==> config.mk <==
export PLATFORM = sky130hd
export DESIGN_NAME = sr_command_conditioner_flat
export DESIGN_NICKNAME = d
export VERILOG_FILES = /design/src/rtl/sr_command_conditioner_pkg.sv /design/src/rtl/sr_command_conditioner_if.sv /design/src/rtl/sr_command_conditioner_debounce.sv /design/src/rtl/sr_command_conditioner.sv /design/src/flat_wrapper.sv
export SDC_FILE = /design/constraint.sdc
export NUM_CORES = 1
export LEC_CHECK = 0
export ABC_AREA = 1
export CELL_PAD_IN_SITES_DETAIL_PLACEMENT = 0
export CELL_PAD_IN_SITES_GLOBAL_PLACEMENT = 1
export CORE_UTILIZATION = 30
export DETAILED_ROUTE_END_ITERATION = 8
export GPL_TIMING_DRIVEN = 0
export PLACE_DENSITY_LB_ADDON = 0.1
export SLEW_MARGIN = 20
export SYNTH_ARGS = -nofsm -noshare
export SYNTH_HDL_FRONTEND = slang
export SYNTH_HIERARCHICAL = 1
export SYNTH_SLANG_ARGS = --single-unit
export TNS_END_PERCENT = 1
==> constraint.sdc <==
create_clock -name Clk -period 3.09 [get_ports Clk]
set_input_delay 0.4635 -clock Clk [delete_from_list [all_inputs] [get_ports Clk]]
set_output_delay 0.4635 -clock Clk [all_outputs]
set_load 0.05 [all_outputs]
==> src/rtl/sr_command_conditioner_pkg.sv <==
// Shared types for the SR latch command conditioner: arbiter state encoding.
package sr_cond_pkg;

    localparam int STATE_W = 2;

    typedef enum logic [STATE_W-1:0] {
        IDLE     = 2'd0,
        SET      = 2'd1,
        RESET    = 2'd2,
        CONFLICT = 2'd3
    } sr_state_e;

endpackage

==> src/rtl/sr_command_conditioner_if.sv <==
// Switch inputs and latch command outputs of the SR command conditioner.
interface sr_command_conditioner_if;

    logic SwS;
    logic SwR;
    logic S;
    logic R;
    logic Gate;
    logic Conflict;

    // Switch side: drives raw requests, observes latch commands.
    modport master (
        output SwS,
        output SwR,
        input  S,
        input  R,
        input  Gate,
        input  Conflict
    );

    // Conditioner side.
    modport slave (
        input  SwS,
        input  SwR,
        output S,
        output R,
        output Gate,
        output Conflict
    );

endinterface

==> src/rtl/sr_command_conditioner_debounce.sv <==
// One input channel: multi-flop synchroniser followed by a counting debouncer.
module sr_debounce_channel #(
    parameter int DEBOUNCE_CYCLES = 16,
    parameter int SYNC_STAGES     = 2
) (
    input  logic clk,
    input  logic rst,
    input  logic raw,
    output logic stable
);

    localparam int CNT_W = (DEBOUNCE_CYCLES > 1) ? $clog2(DEBOUNCE_CYCLES) : 1;
    localparam logic [CNT_W-1:0] CNT_MAX = CNT_W'(DEBOUNCE_CYCLES - 1);

    logic [SYNC_STAGES-1:0] sync_q;
    logic [SYNC_STAGES-1:0] sync_d;
    logic                   sync_s;
    logic                   stable_q;
    logic                   stable_d;
    logic [CNT_W-1:0]       cnt_q;
    logic [CNT_W-1:0]       cnt_d;

    // Synchroniser shift and debounce counter next-state.
    always_comb begin
        sync_d   = {sync_q[SYNC_STAGES-2:0], raw};
        sync_s   = sync_q[SYNC_STAGES-1];
        stable_d = stable_q;
        cnt_d    = cnt_q;
        if (sync_s == stable_q) begin
            cnt_d = '0;
        end else if (cnt_q == CNT_MAX) begin
            stable_d = sync_s;
            cnt_d    = '0;
        end else begin
            cnt_d = cnt_q + CNT_W'(1);
        end
    end

    // Channel state registers.
    always_ff @(posedge clk or posedge rst) begin
        if (rst) begin
            sync_q   <= '0;
            stable_q <= 1'b0;
            cnt_q    <= '0;
        end else begin
            sync_q   <= sync_d;
            stable_q <= stable_d;
            cnt_q    <= cnt_d;
        end
    end

    assign stable = stable_q;

endmodule

==> src/rtl/sr_command_conditioner.sv <==
// Debounces set/reset switches and arbitrates them into exclusive latch commands.
// Define SR_COND_PULSE_EN for single-cycle S/R pulses on state entry (default: level).
module sr_command_conditioner
    import sr_cond_pkg::*;
#(
    parameter int DEBOUNCE_CYCLES = 16,
    parameter int SYNC_STAGES     = 2
) (
    input  logic                     Clk,
    input  logic                     Reset,
    sr_command_conditioner_if.slave  bus
);

    logic      stable_s;
    logic      stable_r;
    logic [1:0] req_s;
    sr_state_e state_q;
    sr_state_e state_d;
    logic      s_q;
    logic      s_d;
    logic      r_q;
    logic      r_d;
    logic      gate_q;
    logic      gate_d;
    logic      conflict_q;
    logic      conflict_d;

    sr_debounce_channel #(
        .DEBOUNCE_CYCLES (DEBOUNCE_CYCLES),
        .SYNC_STAGES     (SYNC_STAGES)
    ) u_chan_s (
        .clk    (Clk),
        .rst    (Reset),
        .raw    (bus.SwS),
        .stable (stable_s)
    );

    sr_debounce_channel #(
        .DEBOUNCE_CYCLES (DEBOUNCE_CYCLES),
        .SYNC_STAGES     (SYNC_STAGES)
    ) u_chan_r (
        .clk    (Clk),
        .rst    (Reset),
        .raw    (bus.SwR),
        .stable (stable_r)
    );

    assign req_s = {stable_s, stable_r};

    // Arbiter next state; an already-granted request keeps priority over a late one.
    always_comb begin
        state_d = state_q;
        case (state_q)
            IDLE: begin
                case (req_s)
                    2'b10:   state_d = SET;
                    2'b01:   state_d = RESET;
                    2'b11:   state_d = CONFLICT;
                    default: state_d = IDLE;
                endcase
            end
            SET: begin
                case (req_s)
                    2'b00:   state_d = IDLE;
                    2'b01:   state_d = RESET;
                    default: state_d = SET;
                endcase
            end
            RESET: begin
                case (req_s)
                    2'b00:   state_d = IDLE;
                    2'b10:   state_d = SET;
                    default: state_d = RESET;
                endcase
            end
            CONFLICT: begin
                case (req_s)
                    2'b00:   state_d = IDLE;
                    2'b10:   state_d = SET;
                    2'b01:   state_d = RESET;
                    default: state_d = CONFLICT;
                endcase
            end
            default: state_d = IDLE;
        endcase
    end

    // Output decode from the next state so outputs change on the same edge as the state.
    always_comb begin
`ifdef SR_COND_PULSE_EN
        s_d = (state_d == SET)   && (state_q != SET);
        r_d = (state_d == RESET) && (state_q != RESET);
`else
        s_d = (state_d == SET);
        r_d = (state_d == RESET);
`endif
        gate_d     = s_d | r_d;
        conflict_d = stable_s & stable_r;
    end

    // Arbiter state and output registers.
    always_ff @(posedge Clk or posedge Reset) begin
        if (Reset) begin
            state_q    <= IDLE;
            s_q        <= 1'b0;
            r_q        <= 1'b0;
            gate_q     <= 1'b0;
            conflict_q <= 1'b0;
        end else begin
            state_q    <= state_d;
            s_q        <= s_d;
            r_q        <= r_d;
            gate_q     <= gate_d;
            conflict_q <= conflict_d;
        end
    end

    assign bus.S        = s_q;
    assign bus.R        = r_q;
    assign bus.Gate     = gate_q;
    assign bus.Conflict = conflict_q;

endmodule

==> src/flat_wrapper.sv <==
// flat-port wrapper written by rule: the top's interface ports become plain ports
module sr_command_conditioner_flat import sr_cond_pkg::*;
#(
    parameter int DEBOUNCE_CYCLES = 16,
    parameter int SYNC_STAGES     = 2
)
  (Clk, Reset, bus_SwS, bus_SwR, bus_S, bus_R, bus_Gate, bus_Conflict);
  sr_command_conditioner_if bus_i ();
  input  logic Clk;
  input  logic Reset;
  input wire logic [$bits(bus_i.SwS)-1:0] bus_SwS;
  input wire logic [$bits(bus_i.SwR)-1:0] bus_SwR;
  output wire logic [$bits(bus_i.S)-1:0] bus_S;
  output wire logic [$bits(bus_i.R)-1:0] bus_R;
  output wire logic [$bits(bus_i.Gate)-1:0] bus_Gate;
  output wire logic [$bits(bus_i.Conflict)-1:0] bus_Conflict;
  assign bus_i.SwS = bus_SwS;
  assign bus_i.SwR = bus_SwR;
  assign bus_S = bus_i.S;
  assign bus_R = bus_i.R;
  assign bus_Gate = bus_i.Gate;
  assign bus_Conflict = bus_i.Conflict;
  sr_command_conditioner #(.DEBOUNCE_CYCLES(DEBOUNCE_CYCLES), .SYNC_STAGES(SYNC_STAGES)) u_core (.Clk(Clk), .Reset(Reset), .bus(bus_i));
endmodule
==> results of run 1 <==
report_power, final:
part	internal, mW	leakage (nW)	total (mW)	switching, mW
sequential	0.271	0.265	0.278	0.00700
clock	0.131	0.0279	0.213	0.0822
combinational	0.0107	0.207	0.0249	0.0142
total	0.412	0.499	0.516	0.103
per-stage QoR:
step | std cells | cell area [um^2] | setup WS, ns | power, mW | util (%)
floorplan | 80 | 800 | 2.04 | 0.299 | -
global placement | 117 | 907 | 1.53 | 0.308 | 36.3
detailed placement | 117 | 907 | 1.53 | 0.308 | 36.3
CTS | 121 | 960 | 1.18 | 0.525 | 38.4
global route | 121 | 960 | 1.13 | 0.539 | 38.4
finish | 121 | 960 | 1.20 | 0.516 | 38.4
flip-flops by register name, summed over array words and instances (netlist names):
register and cells:
u_core/u_chan_s/sync_q 2, u_core/state_q 2, u_core/bus.Gate 1, u_core/u_chan_r/sync_q 2, u_core/bus.R 1, u_core/bus.Conflict 1, u_core/u_chan_r/cnt_q 4, u_core/u_chan_s/stable 1
u_core/bus.S 1, u_core/u_chan_s/cnt_q 4, u_core/u_chan_r/stable 1
final cells by class:
| cell class | count | area share, % |
|---|---|---|
| clock buffer | 3 | 2.35 |
| clock inverter | 1 | 3.13 |
| inverter | 17 | 6.65 |
| multi-input combinational | 43 | 24.5 |
| sequential | 20 | 52.2 |
| tap | 30 | 3.91 |
| timing repair buffer | 7 | 7.30 |
layer usage:
layer | share of wire [%] | up-vias | wire length [um] | track usage, %
met4 | 1.1 | 0 | 12 | 6.58
met5 | 0 | - | 0 | 0
met3 | 3.6 | 2 | 39 | 2.54
li1 | - | 265 | - | -
met2 | 44 | 7 | 475 | 13.5
met1 | 51 | 223 | 545 | 13.0
how the worst max path moves through the flow:
stage                                        from            to  slack [ns]  depth (start not counted)
finish              u_core/bus.Conflict$_DFF_PP0_  bus_Conflict        1.20                          1
global route            u_core/bus.Gate$_DFF_PP0_      bus_Gate        1.13                          1
CTS                 u_core/bus.Conflict$_DFF_PP0_  bus_Conflict        1.18                          1
detailed placement         u_core/bus.R$_DFF_PP0_         bus_R        1.53                          1
global placement           u_core/bus.R$_DFF_PP0_         bus_R        1.53                          1
floorplan           u_core/bus.Conflict$_DFF_PP0_  bus_Conflict        2.04                          0
cells by family after synthesis:
family / share of synthesized area, %
adder cells (fa/ha/maj): 4.70
XOR/XNOR: 2.19
AND/OR/NAND/NOR: 18.9
AO/OA/AOI/OAI: 3.60
buffers and inverters: 7.98
flip-flops: 62.6
placed cells by master (no fill, tap or decap), types with 2 or more instances in the layout:
cell              n
clkbuf_4          3
clkdlybuf4s50_1   7
dfrtp_1          20
ha_1              3
inv_1            16
nand2_1          16
nand2_2           2
nand3_1           6
nand4_1           2
nor2_1            8
o21ai_1           2
xnor2_1           2
==> impl_metrics.csv, run 1 <==
group,metric,value,unit
yosys,synth_most_common_cell,"dfrtp_1",
yosys,synth_cell_types,13,
sta,slew_headroom,67.2,%
sta,fin_worst_skew,0.00811,ns
layout,final_net_count,99,
layout,fill_cells,249,
critical_path,crit_path_top_delay_cell,"clkdlybuf4s50_1",
floorplan,core,2500,um^2
detailed_routing,viasPerCell,4.11,
clock_network,cts_root_buf,"clkbuf_4",
yosys,yosys.area.top_type,"dfrtp_1",
critical_path,r2r-start,"u_core/u_chan_s/stable$_DFFE_PP0P_",
yosys,synth_edf_count,0,
yosys,yosys_register_bits,20,
clock_network,h-tree-depth,1,
sta,max_freq,529,MHz
yosys,yosys-top-cells-count,"20 x dfrtp_1, 16 x inv_1, 16 x nand2_1",
power_and_ir_drop,peakVddDrop,0.213,mV
yosys,synth.area.top_cells,"dfrtp_1 63%, inv_1 7.5%, nand2_1 7.5%",
detailed_routing,drc_errors,0,
grt,grt_max_degree,13,
job,maxCapViolCount,0,
clock_network,numCtsBuffers,3,
clock_network,cts_max_path_buffers,2,
hold_path,whs_path_depth,0,
yosys,syn-instance-count,80,
sta,setup_violations,0,
sta,fin_hold_ws,0.364,ns
critical_path,cp_max_fo,1,
yosys,syn-num-nets,87,
placed_design,globalplace.congestion,0.656,
yosys,synth_area,800,um^2
yosys,async_reset_ff_share,100,%
floorplan,rows,18,
detailed_routing,drt_first_iter_violations,3,
critical_path,critPathTopFamily,"buffers and inverters",
grt,grtUsageTotal,9.71,%
clock_network,post_cts_buffers,0,
critical_path,path_class,"reg2out",
hold_path,hold_path_end,"u_core/u_chan_r/sync_q[1]$_DFF_PP0_",
clock_network,clk_pin_slew_worst_paths,0.12,ns
yosys,synth_warnings,6,
yosys,yosys.area.top_type_share,62.6,%
detailed_routing,dr.pass1.iters,4,
critical_path,arrival,1.43,ns
hold_path,min-delay-start,"u_core/u_chan_r/sync_q[0]$_DFF_PP0_",
layout,ff_latch_area,500,um^2
sta,rsz0062_at_grt,"no",
yosys,syn_area_per_cell,9.99,um^2
hold_path,min_path_type,"reg2reg",
layout,area_growth,20.0,%
sta,fin_setup_tns,0,ns
clock_network,cts_tree,"done",
critical_path,rrSetupSlack,1.98,ns
detailed_routing,vias,497,
critical_path,worst-path-buf-inv,1,
layout,multiInputGateArea,235,um^2
detailed_routing,drt-wirelength-per-cell,8.87,um
sta,hold_viol_final,0,
layout,antennaDiodeCount,0,
placed_design,io_buffers,7,
sta,timing.final.crit_share,61.2,%
sta,maxSlewViolCount,0,
floorplan,dieArea,2880,um^2
clock_network,ctsResizeCount,0,
yosys,yosysSeqAreaShare,62.6,%
grt,grt_pass1_wl,1920,um
power_and_ir_drop,power_density,538,nW/um^2
yosys,ys.flop_type,"dfrtp_1",
placed_design,post-dp-hpwl,802,um
run_status,status,"finished clean",
critical_path,startpoint_type,"flip-flop",
critical_path,r2r_end,"u_core/bus.Gate$_DFF_PP0_",
sta,fin_crit,1.89,ns
floorplan,ios,8,
grt,grt_antenna_before_repair,0,
clock_network,clock_latency,0.30,ns
clock_network,cts.sinks,20,
critical_path,path_cells,"clkdlybuf4s50_1",
grt,overflow,0,
power_and_ir_drop,leakage,0.499,nW
critical_path,slowest_delay,0.79,ns
layout,final_layout_size_suffix_gt1_share,9.89,%
sta,tightest_slew,0.490,ns
detailed_routing,wirelength,1070,um
detailed_routing,antenna_left,0,
clock_network,holdBufCountCts,0,
floorplan,die_h,53.6,um
floorplan,start_util,32.0,%
critical_path,r2r_cells,4,
critical_path,endpoint_kind,"output pin",
critical_path,required,2.63,ns
floorplan,die_w,53.6,um
grt,grt_pass1_vias,461,
No activity file was read; power rests on OpenSTA's default activity.
==> run 2, diff against run 1 <==
==> constraint.sdc (replaced) <==
create_clock -name Clk -period 1.5 [get_ports Clk]
set_input_delay 0.225 -clock Clk [delete_from_list [all_inputs] [get_ports Clk]]
set_output_delay 0.225 -clock Clk [all_outputs]
set_load 0.05 [all_outputs]
==> impl_metrics.csv, run 2 (same netlist as run 1, synthesis figures left out) <==
group,metric,value,unit
placed_design,placedCellCount,117,
detailed_routing,dr_wl_met3,41,um
grt,grtUsageTotal,9.65,%
placed_design,post-dp-hpwl,802,um
sta,fin_crit,1.38,ns
placed_design,globalplace.congestion,0.656,
critical_path,slowest_delay,0.51,ns
layout,antennaDiodeCount,0,
critical_path,critPathTopFamily,"buffers and inverters",
detailed_routing,vias,497,
critical_path,path_class,"reg2out",
detailed_routing,dr.pass1.iters,4,
sta,rsz0062_at_grt,"no",
detailed_routing,met2_wirelength,475,um
power_and_ir_drop,peakVddDrop,0.439,mV
placed_design,dp_slack,0.183,ns
floorplan,dieArea,2880,um^2
clock_network,cts_root_buf,"clkbuf_4",
critical_path,path_cells,"dlygate4sd2_1",
detailed_routing,wirelength,1070,um
sta,fin_setup_tns,0,ns
clock_network,clk_pin_slew_worst_paths,0.12,ns
job,maxCapViolCount,0,
layout,layout_commonest_cell,"dfrtp_1",
detailed_routing,viasPerCell,4.11,
detailed_routing,drt_first_iter_violations,3,
clock_network,clock_latency,0.30,ns
clock_network,cts_max_path_buffers,2,
clock_network,cts.sinks,20,
critical_path,worst-path-buf-inv,1,
detailed_routing,antenna_left,0,
grt,grt_pass1_vias,459,
clock_network,h-tree-depth,1,
layout,final_cells,121,
run_status,status,"finished clean",
grt,grt_max_degree,13,
sta,setup_slack,0.124,ns
clock_network,numCtsBuffers,3,
clock_network,post_cts_buffers,0,
detailed_routing,drc_errors,0,
grt,grt_antenna_before_repair,0,
sta,slew_headroom,67.9,%
layout,final_cell_mix,"20 x dfrtp_1, 16 x nand2_1, 16 x inv_1",
hold_path,min_path_type,"in2async",
layout,multiInputGateArea,235,um^2
power_and_ir_drop,power_density,1110,nW/um^2
layout,reg_top3,"u_core/u_chan_r/cnt_q: 4 flops, u_core/u_chan_s/cnt_q: 4 flops",
layout,final_layout_size_suffix_gt1_share,9.89,%
grt,grt_pass1_wl,1900,um
detailed_routing,drt-wirelength-per-cell,8.86,um
sta,maxSlewViolCount,0,
floorplan,core,2500,um^2
critical_path,arrival,1.15,ns
sta,fin_hold_ws,0.187,ns
critical_path,startpoint_type,"flip-flop",
layout,final_net_count,99,
detailed_routing,top_layer,"met4",
sta,setup_violations,0,
floorplan,die_w,53.6,um
floorplan,start_util,32.0,%
critical_path,endpoint_kind,"output pin",
layout,ff_latch_area,500,um^2
sta,hold_viol_final,0,
power_and_ir_drop,leakage,0.519,nW
critical_path,required,1.27,ns
floorplan,rows,18,
floorplan,ios,8,
layout,area_growth,19.4,%
layout,fill_cells,253,
grt,overflow,0,
sta,fin_worst_skew,0.00812,ns
detailed_routing,wl_met1,543,um
sta,timing.final.crit_share,91.7,%
placed_design,io_buffers,7,
floorplan,die_h,53.6,um
clock_network,cts_tree,"done",
sta,tightest_slew,0.484,ns
sta,max_freq,727,MHz
critical_path,cp_max_fo,1,
critical_path,crit_path_top_delay_cell,"dlygate4sd2_1",
[run 2: power by group]
group	switching, mW	total (mW)	internal, mW
sequential	0.0144	0.572	0.558
combinational	0.0292	0.0512	0.0220
clock	0.169	0.439	0.270
[run 2: worst reg2reg max path, stage by stage (launching register included)]
cell and delay, ns:
dfrtp_1 0.48, nand2_2 0.12, o21bai_4 0.16, ha_1 0.25
inv_1 0.05
[run 2: worst paths after layout]
| path | from | endpoint | slack, ns | depth (start not counted) |
|---|---|---|---|---|
| max in group asynchronous | Reset | u_core/u_chan_s/cnt_q[2]$_DFF_PP0_ | 1.07 | 2 |
| hold / removal | Reset | u_core/state_q[1]$_DFF_PP0_ | 0.19 | 2 |
| setup / recovery | u_core/bus.Conflict$_DFF_PP0_ | bus_Conflict | 0.12 | 1 |
| min in group Clk | bus_SwS | u_core/u_chan_s/sync_q[0]$_DFF_PP0_ | 0.35 | 1 |
| setup reg to reg | u_core/u_chan_s/stable$_DFFE_PP0P_ | u_core/bus.Gate$_DFF_PP0_ | 0.39 | 4 |
| hold reg to reg | u_core/u_chan_r/sync_q[0]$_DFF_PP0_ | u_core/u_chan_r/sync_q[1]$_DFF_PP0_ | 0.36 | 0 |
[run 2: cell type report]
| cell class | instances | area share (%) |
|---|---|---|
| clock buffer | 3 | 2.36 |
| clock inverter | 1 | 3.15 |
| inverter | 17 | 6.68 |
| multi-input combinational | 43 | 24.6 |
| sequential | 20 | 52.4 |
| tap | 30 | 3.93 |
| timing repair buffer | 7 | 6.82 |
[run 2: timing repair]
action	4_1_cts	5_1_grt
gates resized for setup	4	0
endpoints found under the hold margin	0	0
hold buffers	0	0
setup endpoints to repair	4	0
[run 2: metrics by stage]
step,total power [mW],utilization (%),instance area [um^2]
after floorplan,0.616,-,800
after global placement,0.635,36.3,907
after detailed placement,0.635,36.3,907
after CTS,1.08,38.2,955
after global routing,1.11,38.2,955
final,1.06,38.2,955
[run 2: routing by layer]
layer / track usage, % / up-vias
met4: 6.58 / 0
met2: 13.3 / 7
met3: 2.54 / 2
met1: 13.0 / 223
met5: 0 / -
li1: - / 265
==> RTL change (settings of run 1) <==
Reset style: synchronous (`Reset` and `rst`), changed in 2 clocked blocks.
--- a/src/rtl/sr_command_conditioner_debounce.sv
+++ b/src/rtl/sr_command_conditioner_debounce.sv
@@ -38,5 +38,5 @@
 
     // Channel state registers.
-    always_ff @(posedge clk or posedge rst) begin
+    always_ff @(posedge clk) begin
         if (rst) begin
             sync_q   <= '0;
--- a/src/rtl/sr_command_conditioner.sv
+++ b/src/rtl/sr_command_conditioner.sv
@@ -100,5 +100,5 @@
 
     // Arbiter state and output registers.
-    always_ff @(posedge Clk or posedge Reset) begin
+    always_ff @(posedge Clk) begin
         if (Reset) begin
             state_q    <= IDLE;
Formal check against the unedited RTL: same outputs for any inputs over 10 cycles, from zero or initial values and one cycle with Reset high; that may be too few to reach the edited logic, so the function may still have changed.
==> RTL change against run 1 <==
  * First-iteration DRC count increased by 100%
  * Worst setup slack improved by 0.0083 ns
  * Wire length increased by 1.3%
  * Sequential cell count unchanged
  * Area after synthesis decreased by 6.9%
  * Design area decreased by 7.7%
  * Critical path type unchanged
  * Largest cell class unchanged
Power is not compared: it rests on default switching activity, and its combinational part moved more than twofold at a synthesized area within 25%.
==> RTL change: results (changes against run 1) <==
cp.arrival_ns: 1.42
drive_gt1_frac: 0.0882  # -0.0107
run_status: "complete, no violations"
grtUsageTotal: 0.111  # +0.0139
routed_via_density: 4.22  # +2.8%
cts_buffer_depth: 2  # unchanged
largestRegisters: "u_core/u_chan_r/cnt_q x4, u_core/u_chan_s/cnt_q x4"
synth_cell_types: 13  # unchanged
async_flop_share: 0  # -1.00
min_path_type: "reg -> reg"
syn_nets: 98  # +13%
drt_first_pass_iters: 5  # +1
hpwl_um: 778  # -3.1%
place.gp.congestion: 0.660  # +0.58%
grt_antenna_before_repair: 0  # unchanged
cts.reportedPaths.clkPinSlew_ns: 0.11
clk_latency_ns: 0.29
p_switching_w: 0.0000856
vias: 549  # +10%
grt_pass1_vias: 496  # +7.6%
finClkSkew_ns: 0.00260  # -0.00551 ns
grt_pass1_wl_mm: 2.09  # +9.0%
p_leak_nw: 0.381
crit_slowest_cell: "clkdlybuf4s50_1"
cp_top_family: "buffers and inverters"
dpl_cell_area_um2: 850  # -6.3%
grt_max_degree: 14  # +1
port_buffers: 7  # unchanged
yosys-top-cells-area: "dfxtp_1 54%, nor2_1 9.6%, inv_1 8.6%"
irDropWorstVdd_uv: 231
cts_resized: 0  # unchanged
cts_setup_buffers: 0  # unchanged
first_iter_violations: 6  # +3
numCtsBuffers: 3  # unchanged
htreeDepth: 1  # unchanged
routedWlPerCell_um: 8.36  # -5.7%
cts_root_buf: "clkbuf_4"
final_nets: 110  # +11%
cp_max_fo: 1  # unchanged
fillers: 231  # -7.2%
max-slew-margin-rel: 0.666  # -0.00606
yosysSeqAreaShare: 0.538  # -0.0882
yosysWarnings: 6  # unchanged
n_antenna_cell: 0  # unchanged
synthTopCellsByCount: "20 x dfxtp_1, 19 x nor2_1, 17 x inv_1, 12 x nand2_1, 6 x nand3_1"
avgSynthCellArea_um2: 8.18  # -18%
critPathMaxStageDelay_ns: 0.80
RTL change: area by class of cell:
type,count,share of cell area
Clock buffer,4,0.0410
Inverter,17,0.0720
Multi-Input combinational cell,54,0.316
Sequential cell,20,0.452
Tap cell,28,0.0395
Timing Repair Buffer,7,0.0791
RTL change: metrics by stage:
stage | setup slack, ns | hold WS, ns | util
after floorplan | 2.04 | 0.388 | -
after global placement | 1.40 | 0.390 | 0.373
after detailed placement | 1.40 | 0.398 | 0.373
after CTS | 1.19 | 0.415 | 0.389
after global routing | 1.15 | 0.422 | 0.389
final | 1.21 | 0.411 | 0.389
RTL change: power by group through the flow:
stage	combinational [W]	sequential, W	clock, W
after global routing	0.0000135	0.000263	0.000170
after floorplan	0.00000526	0.000268	0
after CTS	0.0000120	0.000263	0.000159
after detailed placement	0.0000120	0.000269	0
after global placement	0.0000119	0.000268	0
final	0.0000117	0.000263	0.000150
RTL change: metal layers:
metal	wire, µm	global-route usage
met4	17	0.0811
met2	463	0.158
met1	563	0.139
met5	0	0
met3	43	0.0351
RTL change: worst paths after layout:
path	start	to	slack, ns	cells past startpoint
hold / removal	u_core/u_chan_r/sync_q[0]	u_core/u_chan_r/sync_q[1]	0.41	2
hold reg to reg	u_core/u_chan_r/sync_q[0]	u_core/u_chan_r/sync_q[1]	0.41	2
setup reg to reg	u_core/u_chan_r/stable	u_core/bus.Gate	1.94	5
setup / recovery	u_core/bus.Gate	bus_Gate	1.21	1
RTL change: cell families after synthesis:
family / after synthesis / share of synthesized area
simple gates: 46 / 0.282
flops: 20 / 0.538
fa+ha+maj: 3 / 0.0504
xor+xnor: 2 / 0.0235
buf+inv: 17 / 0.0857
compound gates: 3 / 0.0202
